[config.mk]
export PLATFORM = sky130hd
export DESIGN_NAME = mux2_rr_arbiter
export DESIGN_NICKNAME = d
export VERILOG_FILES = /design/src/rtl/mux2_rr_arbiter.sv
export SDC_FILE = /design/constraint.sdc
export NUM_CORES = 1
export LEC_CHECK = 0
export ABC_AREA = 1
export BUFFER_PORTS_ARGS = -buffer_cell sky130_fd_sc_hd__buf_4
export CORE_ASPECT_RATIO = 0.6
export CORE_MARGIN = 5
export CORE_UTILIZATION = 30
export CTS_CLUSTER_DIAMETER = 150
export DETAILED_ROUTE_END_ITERATION = 6
export PLACE_DENSITY = 0.62
export SLEW_MARGIN = 10
export SYNTH_ARGS = -nofsm -noshare
export SYNTH_HDL_FRONTEND = slang
export SYNTH_SLANG_ARGS = --single-unit
[constraint.sdc]
create_clock -name clk -period 1.4 [get_ports clk]
set_input_delay 0.14 -clock clk [delete_from_list [all_inputs] [get_ports clk]]
set_output_delay 0.14 -clock clk [all_outputs]
set_load 0.02 [all_outputs]
[src/rtl/mux2_rr_arbiter.sv]
// Round-robin arbiter that sequences two valid/ready producers onto one shared
// 2:1 mux. The grant is held across a burst, and rotation is forced after MAX_BURST
// beats, but only while the other channel is waiting.
module mux2_rr_arbiter #(
    parameter int unsigned DATA_W    = 8,
    parameter int unsigned MAX_BURST = 4
) (
    input  logic              clk,
    input  logic              rst_n,
    input  logic              req0,
    input  logic [DATA_W-1:0] data0,
    input  logic              last0,
    input  logic              req1,
    input  logic [DATA_W-1:0] data1,
    input  logic              last1,
    output logic              gnt0,
    output logic              gnt1,
    output logic              sel,
    output logic              out_valid,
    output logic [DATA_W-1:0] out_data,
    input  logic              out_ready
);

    localparam logic [7:0] MaxCnt = 8'(MAX_BURST);

    typedef enum logic [1:0] {StIdle, StGnt0, StGnt1} state_e;

    state_e     state_q;
    logic       ptr_q;    // channel that wins the next tie
    logic       sel_q;
    logic [7:0] cnt_q;    // beats accepted in the current grant, saturating

    logic       cur_ch;
    logic       cur_req;
    logic       cur_last;
    logic       oth_req;
    logic       xfer;
    logic [7:0] cnt_inc;
    logic       rel;

    // Decode the active channel and the release conditions for the current grant.
    always_comb begin
        cur_ch    = (state_q == StGnt1);
        cur_req   = cur_ch ? req1 : req0;
        cur_last  = cur_ch ? last1 : last0;
        oth_req   = cur_ch ? req0 : req1;
        out_valid = ((state_q == StGnt0) & req0) | ((state_q == StGnt1) & req1);
        xfer      = out_valid & out_ready;
        cnt_inc   = (cnt_q >= MaxCnt) ? MaxCnt : cnt_q + 8'd1;
        // Withdrawal, a last beat, or a full burst with the other side waiting.
        rel       = !cur_req
                  | (xfer & cur_last)
                  | (xfer & (cnt_inc == MaxCnt) & oth_req);
    end

    // Grant FSM with its registered select, priority pointer and beat counter.
    always_ff @(posedge clk or negedge rst_n) begin
        if (!rst_n) begin
            state_q <= StIdle;
            ptr_q   <= 1'b0;
            sel_q   <= 1'b0;
            cnt_q   <= 8'd0;
        end else begin
            case (state_q)
                StIdle: begin
                    if (req0 && (!req1 || !ptr_q)) begin
                        state_q <= StGnt0;
                        sel_q   <= 1'b0;
                        cnt_q   <= 8'd0;
                    end else if (req1) begin
                        state_q <= StGnt1;
                        sel_q   <= 1'b1;
                        cnt_q   <= 8'd0;
                    end
                end
                StGnt0, StGnt1: begin
                    if (rel) begin
                        ptr_q <= ~cur_ch;
                        cnt_q <= 8'd0;
                        if (oth_req) begin
                            // Hand over directly, no idle cycle in between.
                            state_q <= cur_ch ? StGnt0 : StGnt1;
                            sel_q   <= ~cur_ch;
                        end else if (!cur_req) begin
                            state_q <= StIdle;
                        end
                        // Otherwise re-grant the same channel with a fresh count.
                    end else if (xfer) begin
                        cnt_q <= cnt_inc;
                    end
                end
                default: state_q <= StIdle;
            endcase
        end
    end

    // The grants and the select come straight from registers; the data path is a plain mux.
    always_comb begin
        gnt0     = (state_q == StGnt0);
        gnt1     = (state_q == StGnt1);
        sel      = sel_q;
        out_data = sel_q ? data1 : data0;
    end

endmodule

==> impl_metrics.json, run 1 <==
{
  "status": "finished, violations left",
  "violations": "negative setup slack",
  "rr_endpoint": "sel$_DFFE_PN0P_",
  "synth_nets": 149,
  "skew_ns": 0.00324,
  "rsz0062_at_grt": "yes",
  "drt-initial-drc-count": 24,
  "drc": 0,
  "die_h_um": 52.8,
  "antenna_found_initial": 0,
  "coreArea_um2": 2890,
  "syn_to_final_growth_pct": 69.8,
  "synth_area_leaders": "dfrtp_1, nand2_1, mux2_2",
  "cellPowerDensity_nw_per_um2": 2010,
  "r2r_slack_ns": -0.14,
  "hold_violations": 0,
  "hp-class": "in -> async",
  "crit_type": "reg -> reg",
  "tightest_slew_ns": 0.346,
  "initial_utilization_pct": 31.6,
  "io_buffer_count": 34,
  "cts_buffer_depth": 2,
  "worstSetupStartpointType": "register",
  "slew_headroom_pct": 76.8,
  "final_max_slew_viol_count": 0,
  "setup_slack_ns": -0.136,
  "io_pins": 35,
  "path_cells": "inv_1 > ha_4 > o31ai_4 > nand3_4 > nand3_4 > nand2_1 > nand2_1 > nand2_1",
  "syn_area_um2": 915,
  "drtAntennaViolNets": 0,
  "grt-ovfl-total": 0,
  "dieArea_um2": 4290,
  "cts_buffers": 3,
  "path_common_cell": "nand2_1",
  "synth_edf_count": 0,
  "die_x_um": 81.3,
  "p_total_mw": 3.12,
  "num_vias": 975,
  "cts_sinks": 12,
  "wl_per_cell_um": 11.9,
  "ys_seq_area_share_pct": 32.8,
  "drv_cap": 0,
  "n_antenna_cell": 0,
  "period_minus_slack_ns": 1.54,
  "yosysMostFrequentCell": "nand2_1",
  "yosys_register_bits": 12,
  "synth_async_sr_flop_share_pct": 100,
  "synth_top_area_share_pct": 32.8,
  "drt_pre_antenna_iters": 4,
  "dp_cells": 209,
  "grt_pass1_vias": 961,
  "max_stage_delay_ns": 0.38,
  "routabilityCongestion": 0.763,
  "layout-drive-gt1-share_pct": 55.7,
  "clk_latency_ns": 0.24,
  "arrival_ns": 1.66,
  "finalSetupTns_ns": -1.25,
  "grtUsageTotal_pct": 12.8,
  "r2r_start": "cnt_q[1]$_DFFE_PN0P_",
  "rr_worst_depth": 8,
  "fin_cells": 218,
  "period_share_pct": 110,
  "yosys-top-cells-count": "nand2_1, inv_1, nor2_1",
  "post-synth-top-area-cell": "dfrtp_1",
  "required_ns": 1.53,
  "setup_violations": 16,
  "routed_wl_mm": 2.59,
  "cts_tree": "done",
  "synth_cell_types": 24,
  "grt_pass1_wl_mm": 4.20,
  "yosysWarnings": 0,
  "h-tree-depth": 1,
  "final_nets": 207,
  "syn_avg_cell_area_um2": 7.62,
  "slowest_stage": "dfrtp_1",
  "cts.clk_slew.worst_paths_ns": 0.05,
  "final_util_pct": 53.7,
  "vdd_drop_max_uv": 820,
  "drt-vias-per-instance": 4.47,
  "hpwl_mm": 2.07,
  "p_leak_nw": 0.795,
  "syn_inst": 120,
  "grt_max_degree": 13,
  "synth-main-ff-cell": "dfrtp_1",
  "endpoint_kind": "register",
  "max_freq_mhz": 651,
  "clockRootBuffer": "clkbuf_8",
  "n_fill_cell": 266,
  "rows": 15,
  "cp_max_fo": 6
}
-- metal layers --
| layer | share of wire, % | track usage [%] | wire length [um] | up-vias |
|---|---|---|---|---|
| met4 | 0 | 2.53 | 0 | 0 |
| met1 | 43 | 15.4 | 1120 | 444 |
| met5 | 0 | 0 | 0 | - |
| li1 | - | - | - | 494 |
| met2 | 49 | 22.4 | 1270 | 37 |
| met3 | 7.8 | 3.95 | 203 | 0 |
-- state kept, by name, summed over array words and instances (netlist names) --
signal / cells
cnt_q: 8
sel: 1
ptr_q: 1
state_q: 2
-- cell type report --
type / instances / area (um^2) / area share (%)
clock buffers: 3 / 41.3 / 2.66
inverters: 22 / 86.3 / 5.56
multi-input cells: 84 / 633 / 40.8
flip-flops and latches: 12 / 302 / 19.4
well taps: 42 / 52.6 / 3.38
repair buffers: 55 / 438 / 28.2
-- per-stage QoR --
stage	setup WS (ns)	hold WS [ns]	area (um^2)
after CTS	-0.120	0.278	1480
after global routing	-0.207	0.302	1550
after floorplan	-0.104	-0.156	981
after global placement	-0.136	-0.00945	1380
after detailed placement	-0.202	-0.00636	1380
final	-0.136	0.289	1550
-- worst max path at each step --
stage               slack, ns  cells past startpoint              startpoint                endpoint
finish                  -0.14                      8    cnt_q[1]$_DFFE_PN0P_         sel$_DFFE_PN0P_
global route            -0.21                      7  state_q[1]$_DFFE_PN0P_  state_q[0]$_DFFE_PN0P_
CTS                     -0.12                      8  state_q[1]$_DFFE_PN0P_    cnt_q[6]$_DFFE_PN0P_
detailed placement      -0.20                      8    cnt_q[0]$_DFFE_PN0P_         sel$_DFFE_PN0P_
global placement        -0.14                      8    cnt_q[0]$_DFFE_PN0P_         sel$_DFFE_PN0P_
floorplan               -0.10                      9  state_q[0]$_DFFE_PN0P_    cnt_q[1]$_DFFE_PN0P_
-- power breakdown --
part / internal (mW) / switching [mW]
Combinational: 1.13 / 1.17
Sequential: 0.427 / 0.0782
Clock: 0.190 / 0.126
Total: 1.74 / 1.38
-- cell usage in the layout (no fill, tap or decap), types with 4 or more instances in the layout --
cell type and n:
inv_2 9, nor2_2 4, nand2_1 25, nand3_1 7, buf_6 6, mux2_2 5
buf_4 48, nor2_1 10, inv_1 11, dfrtp_1 11
-- critical path, delay by kind of cell (launching register included) --
family / cells / cell delay, ns
simple gates: 5 / 0.45
flops: 1 / 0.38
compound gates: 1 / 0.27
fa+ha+maj: 1 / 0.22
buf+inv: 1 / 0.11
-- repair_timing --
action                                  CTS  global route
resized for setup                         8            16
pin swaps                                 4             4
endpoints found under the setup margin   21            17
endpoints found under the hold margin    12             0
hold buffers                              1             0
setup buffers                             2             3
-- cell families after synthesis --
| logic type | Yosys count | synth area share, % |
|---|---|---|
| simple gates | 57 | 28.6 |
| fa+ha+maj | 6 | 8.21 |
| buf+inv | 24 | 11.1 |
| compound gates | 13 | 9.44 |
| flops | 12 | 32.8 |
| mux | 8 | 9.85 |
Power figures use the tool's default switching activity.
==> run 2, diff against run 1 <==
--- a/config.mk
+++ b/config.mk
@@ -5,14 +5,13 @@
 export SDC_FILE = /design/constraint.sdc
 export NUM_CORES = 1
 export LEC_CHECK = 0
-export ABC_AREA = 1
 export BUFFER_PORTS_ARGS = -buffer_cell sky130_fd_sc_hd__buf_4
 export CORE_ASPECT_RATIO = 0.6
 export CORE_MARGIN = 5
 export CORE_UTILIZATION = 30
 export CTS_CLUSTER_DIAMETER = 150
 export DETAILED_ROUTE_END_ITERATION = 6
-export PLACE_DENSITY = 0.62
+export PLACE_DENSITY = 0.63
 export SLEW_MARGIN = 10
 export SYNTH_ARGS = -nofsm -noshare
 export SYNTH_HDL_FRONTEND = slang
==> run 2 against run 1 <==
Effect of this change:
- non-clock buffer count grew 11
- synthesized cell count fell by 25%
- final cell count is 8.7% lower
- critical endpoint is now state_q[1]$_DFFE_PN0P_
- clock skew rose by 0.0068 ns
- worst hold slack got worse by 0.018 ns
- critical path type unchanged
- the run still ends with negative setup slack left
- largest power group unchanged
- critical path depth down 1
==> impl_metrics.json, run 2 <==
{
  "clockRootBuffer": "clkbuf_8",
  "period_share_pct": 138,
  "reg_top3": "cnt_q (8), state_q (2)",
  "drt_pre_antenna_iters": 4,
  "coreArea_um2": 2850,
  "crit_type": "reg -> reg",
  "rows": 15,
  "yosys_register_bits": 12,
  "fin_cells": 199,
  "dp_cells": 185,
  "cellPowerDensity_nw_per_um2": 2060,
  "grt-ovfl-total": 0,
  "finalSetupTns_ns": -5.75,
  "layout_common_cells": "buf_4, dfrtp_1, mux2_2, nand2_1, buf_6",
  "syn_inst": 90,
  "max_stage_delay_ns": 0.37,
  "slowest_stage": "dfrtp_1",
  "synth_edf_count": 0,
  "cts.clk_slew.worst_paths_ns": 0.06,
  "grt_pass1_vias": 935,
  "regMostFlops": "cnt_q",
  "n_fill_cell": 246,
  "syn_area_um2": 891,
  "grtUsageTotal_pct": 14.2,
  "clockPowerShare_pct": 11.3,
  "arrival_ns": 2.06,
  "routabilityCongestion": 0.810,
  "p_switching_mw": 1.30,
  "synth_async_sr_flop_share_pct": 100,
  "antenna_found_initial": 0,
  "io_buffer_count": 34,
  "whs_ns": 0.272,
  "ys_seq_area_share_pct": 33.7,
  "drt-initial-drc-count": 22,
  "cts_sinks": 12,
  "syn_to_final_growth_pct": 85.4,
  "p_seq_share_pct": 14.9,
  "setup_violations": 21,
  "h-tree-depth": 1,
  "synth_cell_types": 31,
  "largest_reg_flops": 8,
  "required_ns": 1.53,
  "synth_top_area_share_pct": 33.7,
  "r2r_start": "cnt_q[0]$_DFFE_PN0P_",
  "hold_violations": 0,
  "routed_wl_mm": 2.86,
  "max_freq_mhz": 519,
  "die_h_um": 52.2,
  "yosysWarnings": 0,
  "period_minus_slack_ns": 1.93,
  "post-synth-top-area-cell": "dfrtp_1",
  "wl_per_cell_um": 14.4,
  "synth_nets": 119,
  "yosysMostFrequentCell": "dfrtp_1",
  "p_leak_nw": 0.804,
  "tightest_slew_ns": 0.372,
  "final_max_slew_viol_count": 0,
  "cts_buffers": 3,
  "final_nets": 187,
  "n_antenna_cell": 0,
  "comb_power_share_pct": 73.8,
  "synth-main-ff-cell": "dfrtp_1",
  "clk_latency_ns": 0.25,
  "layout_commonest_cell": "buf_4",
  "rr_worst_depth": 7,
  "setup_slack_ns": -0.527,
  "status": "finished, violations left",
  "syn_avg_cell_area_um2": 9.90,
  "drt-vias-per-instance": 4.66,
  "p_sw_share_pct": 38.4,
  "num_vias": 928,
  "worstSetupStartpointType": "register",
  "cp_max_fo": 4,
  "skew_ns": 0.0100,
  "grt_pass1_wl_mm": 4.41,
  "cts_tree": "done",
  "initial_utilization_pct": 31.2,
  "drtAntennaViolNets": 0,
  "path_cells": "inv_1 > ha_4 > nand3b_1 > and4b_2 > o21ai_4 > o221a_4 > mux2_4",
  "grt_max_degree": 13,
  "cp-startpoint": "cnt_q[0]$_DFFE_PN0P_",
  "endpoint_kind": "register",
  "synth_area_leaders": "dfrtp_1, mux2_2, ha_1",
  "vdd_drop_max_uv": 1230,
  "violations": "negative setup slack",
  "rsz0062_at_grt": "yes",
  "drc": 0,
  "p_int_mw": 2.09,
  "yosys-top-cells-count": "dfrtp_1, nand2_1, mux2_2",
  "cts_buffer_depth": 2,
  "drv_cap": 0,
  "hp-class": "in -> async",
  "layout-drive-gt1-share_pct": 67.5,
  "hpwl_mm": 2.13,
  "die_x_um": 80.4,
  "io_pins": 35,
  "slew_headroom_pct": 75.2,
  "dieArea_um2": 4200
}
==> run 2: per-layer routing <==
layer,part of all wire [%],GRT usage (%)
met1,46,18.7
met2,45,22.4
met3,7.8,5.33
met4,0.28,2.53
met5,0,0
==> run 2: kinds of logic (layout without fill, tap and decap cells) <==
logic type	after synthesis	after routing	share of synthesized area (%)
simple gates	26	26	17.8
compound gates	23	23	17.3
mux	13	13	17.6
flops	12	12	33.7
buf+inv	10	77	5.20
fa+ha+maj	6	6	8.43
==> run 2: path summary, 6_finish.rpt <==
path	to	slack [ns]
max in group asynchronous	state_q[1]$_DFFE_PN0P_	0.95
max reg2reg	state_q[1]$_DFFE_PN0P_	-0.53
min	sel$_DFFE_PN0P_	0.27
min in group clk	cnt_q[0]$_DFFE_PN0P_	0.29
min reg2reg	cnt_q[6]$_DFFE_PN0P_	0.49
max	state_q[1]$_DFFE_PN0P_	-0.53
==> run 2: critical path: cells and delay by family (launching register included) <==
| family | cells | cell delay (ns) |
|---|---|---|
| simple gates | 2 | 0.43 |
| compound gates | 2 | 0.40 |
| flops | 1 | 0.37 |
| mux | 1 | 0.29 |
| fa+ha+maj | 1 | 0.21 |
| buf+inv | 1 | 0.11 |
==> run 2: through the flow <==
stage	power, mW	setup WS (ns)	util (%)	area (um^2)
3_3_place_gp	2.29	-0.529	47.7	1360
3_5_place_dp	2.33	-0.545	47.7	1360
4_1_cts	3.22	-0.515	55.9	1600
2_1_floorplan	1.58	-0.605	-	907
5_1_grt	3.60	-0.621	57.9	1650
6_report	3.40	-0.527	57.9	1650
==> run 2: what timing repair did <==
item,4_1_cts,5_1_grt
setup endpoints to repair,22,22
resized for setup,25,11
hold buffers,1,0
buffers inserted,11,1
pin swaps,13,6
hold endpoints to repair,12,0
==> run 2: power groups by stage <==
| stage | sequential, mW | clock (mW) | combinational [mW] |
|---|---|---|---|
| 3_3_place_gp | 0.498 | 0 | 1.79 |
| 2_1_floorplan | 0.483 | 0 | 1.10 |
| 3_5_place_dp | 0.500 | 0 | 1.83 |
| 4_1_cts | 0.499 | 0.395 | 2.32 |
| 6_report | 0.507 | 0.384 | 2.51 |
| 5_1_grt | 0.519 | 0.411 | 2.67 |
==> run 2: area by class of cell <==
class,instances,area [um^2],area share [%]
Clock buffer,4,55.1,3.33
Tap cell,42,52.6,3.18
Timing Repair Buffer,66,528,32.0
Multi-Input combinational cell,68,686,41.5
Sequential cell,12,302,18.3
Inverter,7,28.8,1.74
==> run 3, diff against run 2 <==
--- a/config.mk
+++ b/config.mk
@@ -12,6 +12,7 @@
 export CTS_CLUSTER_DIAMETER = 150
 export DETAILED_ROUTE_END_ITERATION = 6
 export PLACE_DENSITY = 0.63
+export REMOVE_ABC_BUFFERS = 1
 export SLEW_MARGIN = 10
 export SYNTH_ARGS = -nofsm -noshare
 export SYNTH_HDL_FRONTEND = slang
==> run 3 against run 2 <==
Effect of this change:
- the run still ends with negative setup slack left
- design area is 3.3% higher
- global-route usage is 0.98 points higher
- final cell count stayed put
- sequential power is 4.7% lower
- clock skew is 0.0071 ns lower
- non-clock buffer count stayed put
- worst setup slack worse by 0.013 ns
- worst hold slack worse by 0.0078 ns
- fmax is 0.66% lower
- sequential cell count stayed put
- core utilization is 1.9 points higher
- routed wire length is 4.8% higher
- largest cell class unchanged
- largest power group unchanged
==> impl_metrics.json, run 3 (synthesis gave the netlist of run 2 again) <==
{
  "status": "finished, violations left",
  "violations": "negative setup slack",
  "final_max_slew_viol_count": 0,
  "die_x_um": 80.4,
  "grt_pass1_wl_mm": 4.80,
  "layout_common_cells": "buf_4, buf_6, dfrtp_1",
  "worstSetupStartpointType": "register",
  "regArea_um2": 302,
  "routed_wl_mm": 3.00,
  "drc": 0,
  "coreArea_um2": 2850,
  "layout_commonest_cell": "buf_4",
  "hp-class": "in -> async",
  "drt-vias-per-instance": 4.59,
  "period_share_pct": 139,
  "rows": 15,
  "p_seq_share_pct": 13.8,
  "n_antenna_cell": 0,
  "drv_cap": 0,
  "dpl_worst_slack_ns": -0.635,
  "final_nets": 187,
  "regMostFlops": "cnt_q",
  "drt-initial-drc-count": 29,
  "hpwl_mm": 2.04,
  "grt-ovfl-total": 0,
  "required_ns": 1.57,
  "drt_pre_antenna_iters": 4,
  "dieArea_um2": 4200,
  "cts_buffers": 3,
  "setup_violations": 14,
  "p_switching_mw": 1.36,
  "p_sw_share_pct": 39.0,
  "drtAntennaViolNets": 0,
  "initial_utilization_pct": 31.2,
  "clockRootBuffer": "clkbuf_8",
  "cts_sinks": 12,
  "cts_tree": "done",
  "p_total_mw": 3.50,
  "wl_per_cell_um": 15.1,
  "multi_input_area_um2": 701,
  "slew_headroom_pct": 80.9,
  "tightest_slew_ns": 0.283,
  "syn_to_final_growth_pct": 91.4,
  "largest_reg_flops": 8,
  "p_leak_nw": 0.839,
  "vdd_drop_max_uv": 710,
  "skew_ns": 0.00295,
  "max_freq_mhz": 516,
  "arrival_ns": 2.11,
  "place_area_um2": 1330,
  "n_fill_cell": 233,
  "setup_slack_ns": -0.539,
  "reg_top3": "cnt_q (8), state_q (2)",
  "io_pins": 35,
  "grtUsageTotal_pct": 15.2,
  "grt_max_degree": 13,
  "grt_pass1_vias": 952,
  "clockPowerShare_pct": 11.2,
  "period_minus_slack_ns": 1.94,
  "comb_power_share_pct": 75.0,
  "cp_max_fo": 4,
  "layout-drive-gt1-share_pct": 67.5,
  "cts.clk_slew.worst_paths_ns": 0.06,
  "crit_type": "reg -> reg",
  "final_util_pct": 59.8,
  "h-tree-depth": 1,
  "die_h_um": 52.2,
  "io_buffer_count": 34,
  "dp_cells": 183,
  "p_int_mw": 2.14,
  "fin_area_um2": 1710,
  "fin_cells": 199,
  "antenna_found_initial": 0,
  "cts_buffer_depth": 2,
  "routabilityCongestion": 0.847,
  "clk_latency_ns": 0.25,
  "r2r_slack_ns": -0.54,
  "hold_violations": 0,
  "cellPowerDensity_nw_per_um2": 2050,
  "endpoint_kind": "register",
  "num_vias": 913,
  "rsz0062_at_grt": "yes"
}
run 3: cell type report:
type / count / area share (%)
flip-flops and latches: 12 / 17.7
inverters: 7 / 1.69
repair buffers: 66 / 33.2
multi-input cells: 68 / 41.1
clock buffers: 4 / 3.23
well taps: 42 / 3.08
run 3: worst max-delay path, cell delays in order, from the launching register on:
cell and delay [ns]:
dfrtp_1 0.39, inv_2 0.09, ha_4 0.16, mux2_4 0.31
and4b_1 0.29, o21ai_2 0.11, or4_1 0.42, o21ai_1 0.10
run 3: power by group through the flow:
stage | combinational (mW) | sequential (mW) | clock (mW)
3_3_place_gp | 1.73 | 0.487 | 0
2_1_floorplan | 0.976 | 0.502 | 0
3_5_place_dp | 1.74 | 0.494 | 0
4_1_cts | 2.32 | 0.473 | 0.398
5_1_grt | 2.78 | 0.487 | 0.415
6_report | 2.63 | 0.483 | 0.390
run 3: what timing repair did:
item | in CTS | in global routing
gates cloned | 0 | 0
buffers inserted | 11 | 3
hold buffers | 1 | 0
resized for setup | 30 | 22
pin swaps | 8 | 7
endpoints found under the setup margin | 23 | 23
hold endpoints to repair | 12 | 0
run 3: metal layers:
layer	global-route usage [%]	up-vias	share of wire, %
met5	0	-	0
met4	5.62	0	1.4
met3	3.26	4	3.7
met2	22.9	18	47
met1	21.1	439	48
li1	-	452	-
run 3: path summary, 6_finish.rpt:
kind,startpoint,endpoint,cells after the start
worst max-delay path,state_q[0]$_DFFE_PN0P_,cnt_q[1]$_DFFE_PN0P_,7
worst min-delay path,rst_n,state_q[1]$_DFFE_PN0P_,2
max in group asynchronous,rst_n,sel$_DFFE_PN0P_,2
min in group clk,out_ready,cnt_q[0]$_DFFE_PN0P_,4
worst max register to register,state_q[0]$_DFFE_PN0P_,cnt_q[1]$_DFFE_PN0P_,7
worst min register to register,cnt_q[6]$_DFFE_PN0P_,cnt_q[6]$_DFFE_PN0P_,1
run 3: stage by stage:
| step | setup TNS (ns) | hold slack [ns] |
|---|---|---|
| 2_1_floorplan | -5.95 | -0.156 |
| 3_3_place_gp | -4.67 | -0.0101 |
| 3_5_place_dp | -5.31 | -0.00999 |
| 4_1_cts | -3.64 | 0.267 |
| 5_1_grt | -5.25 | 0.294 |
| 6_report | -4.19 | 0.264 |
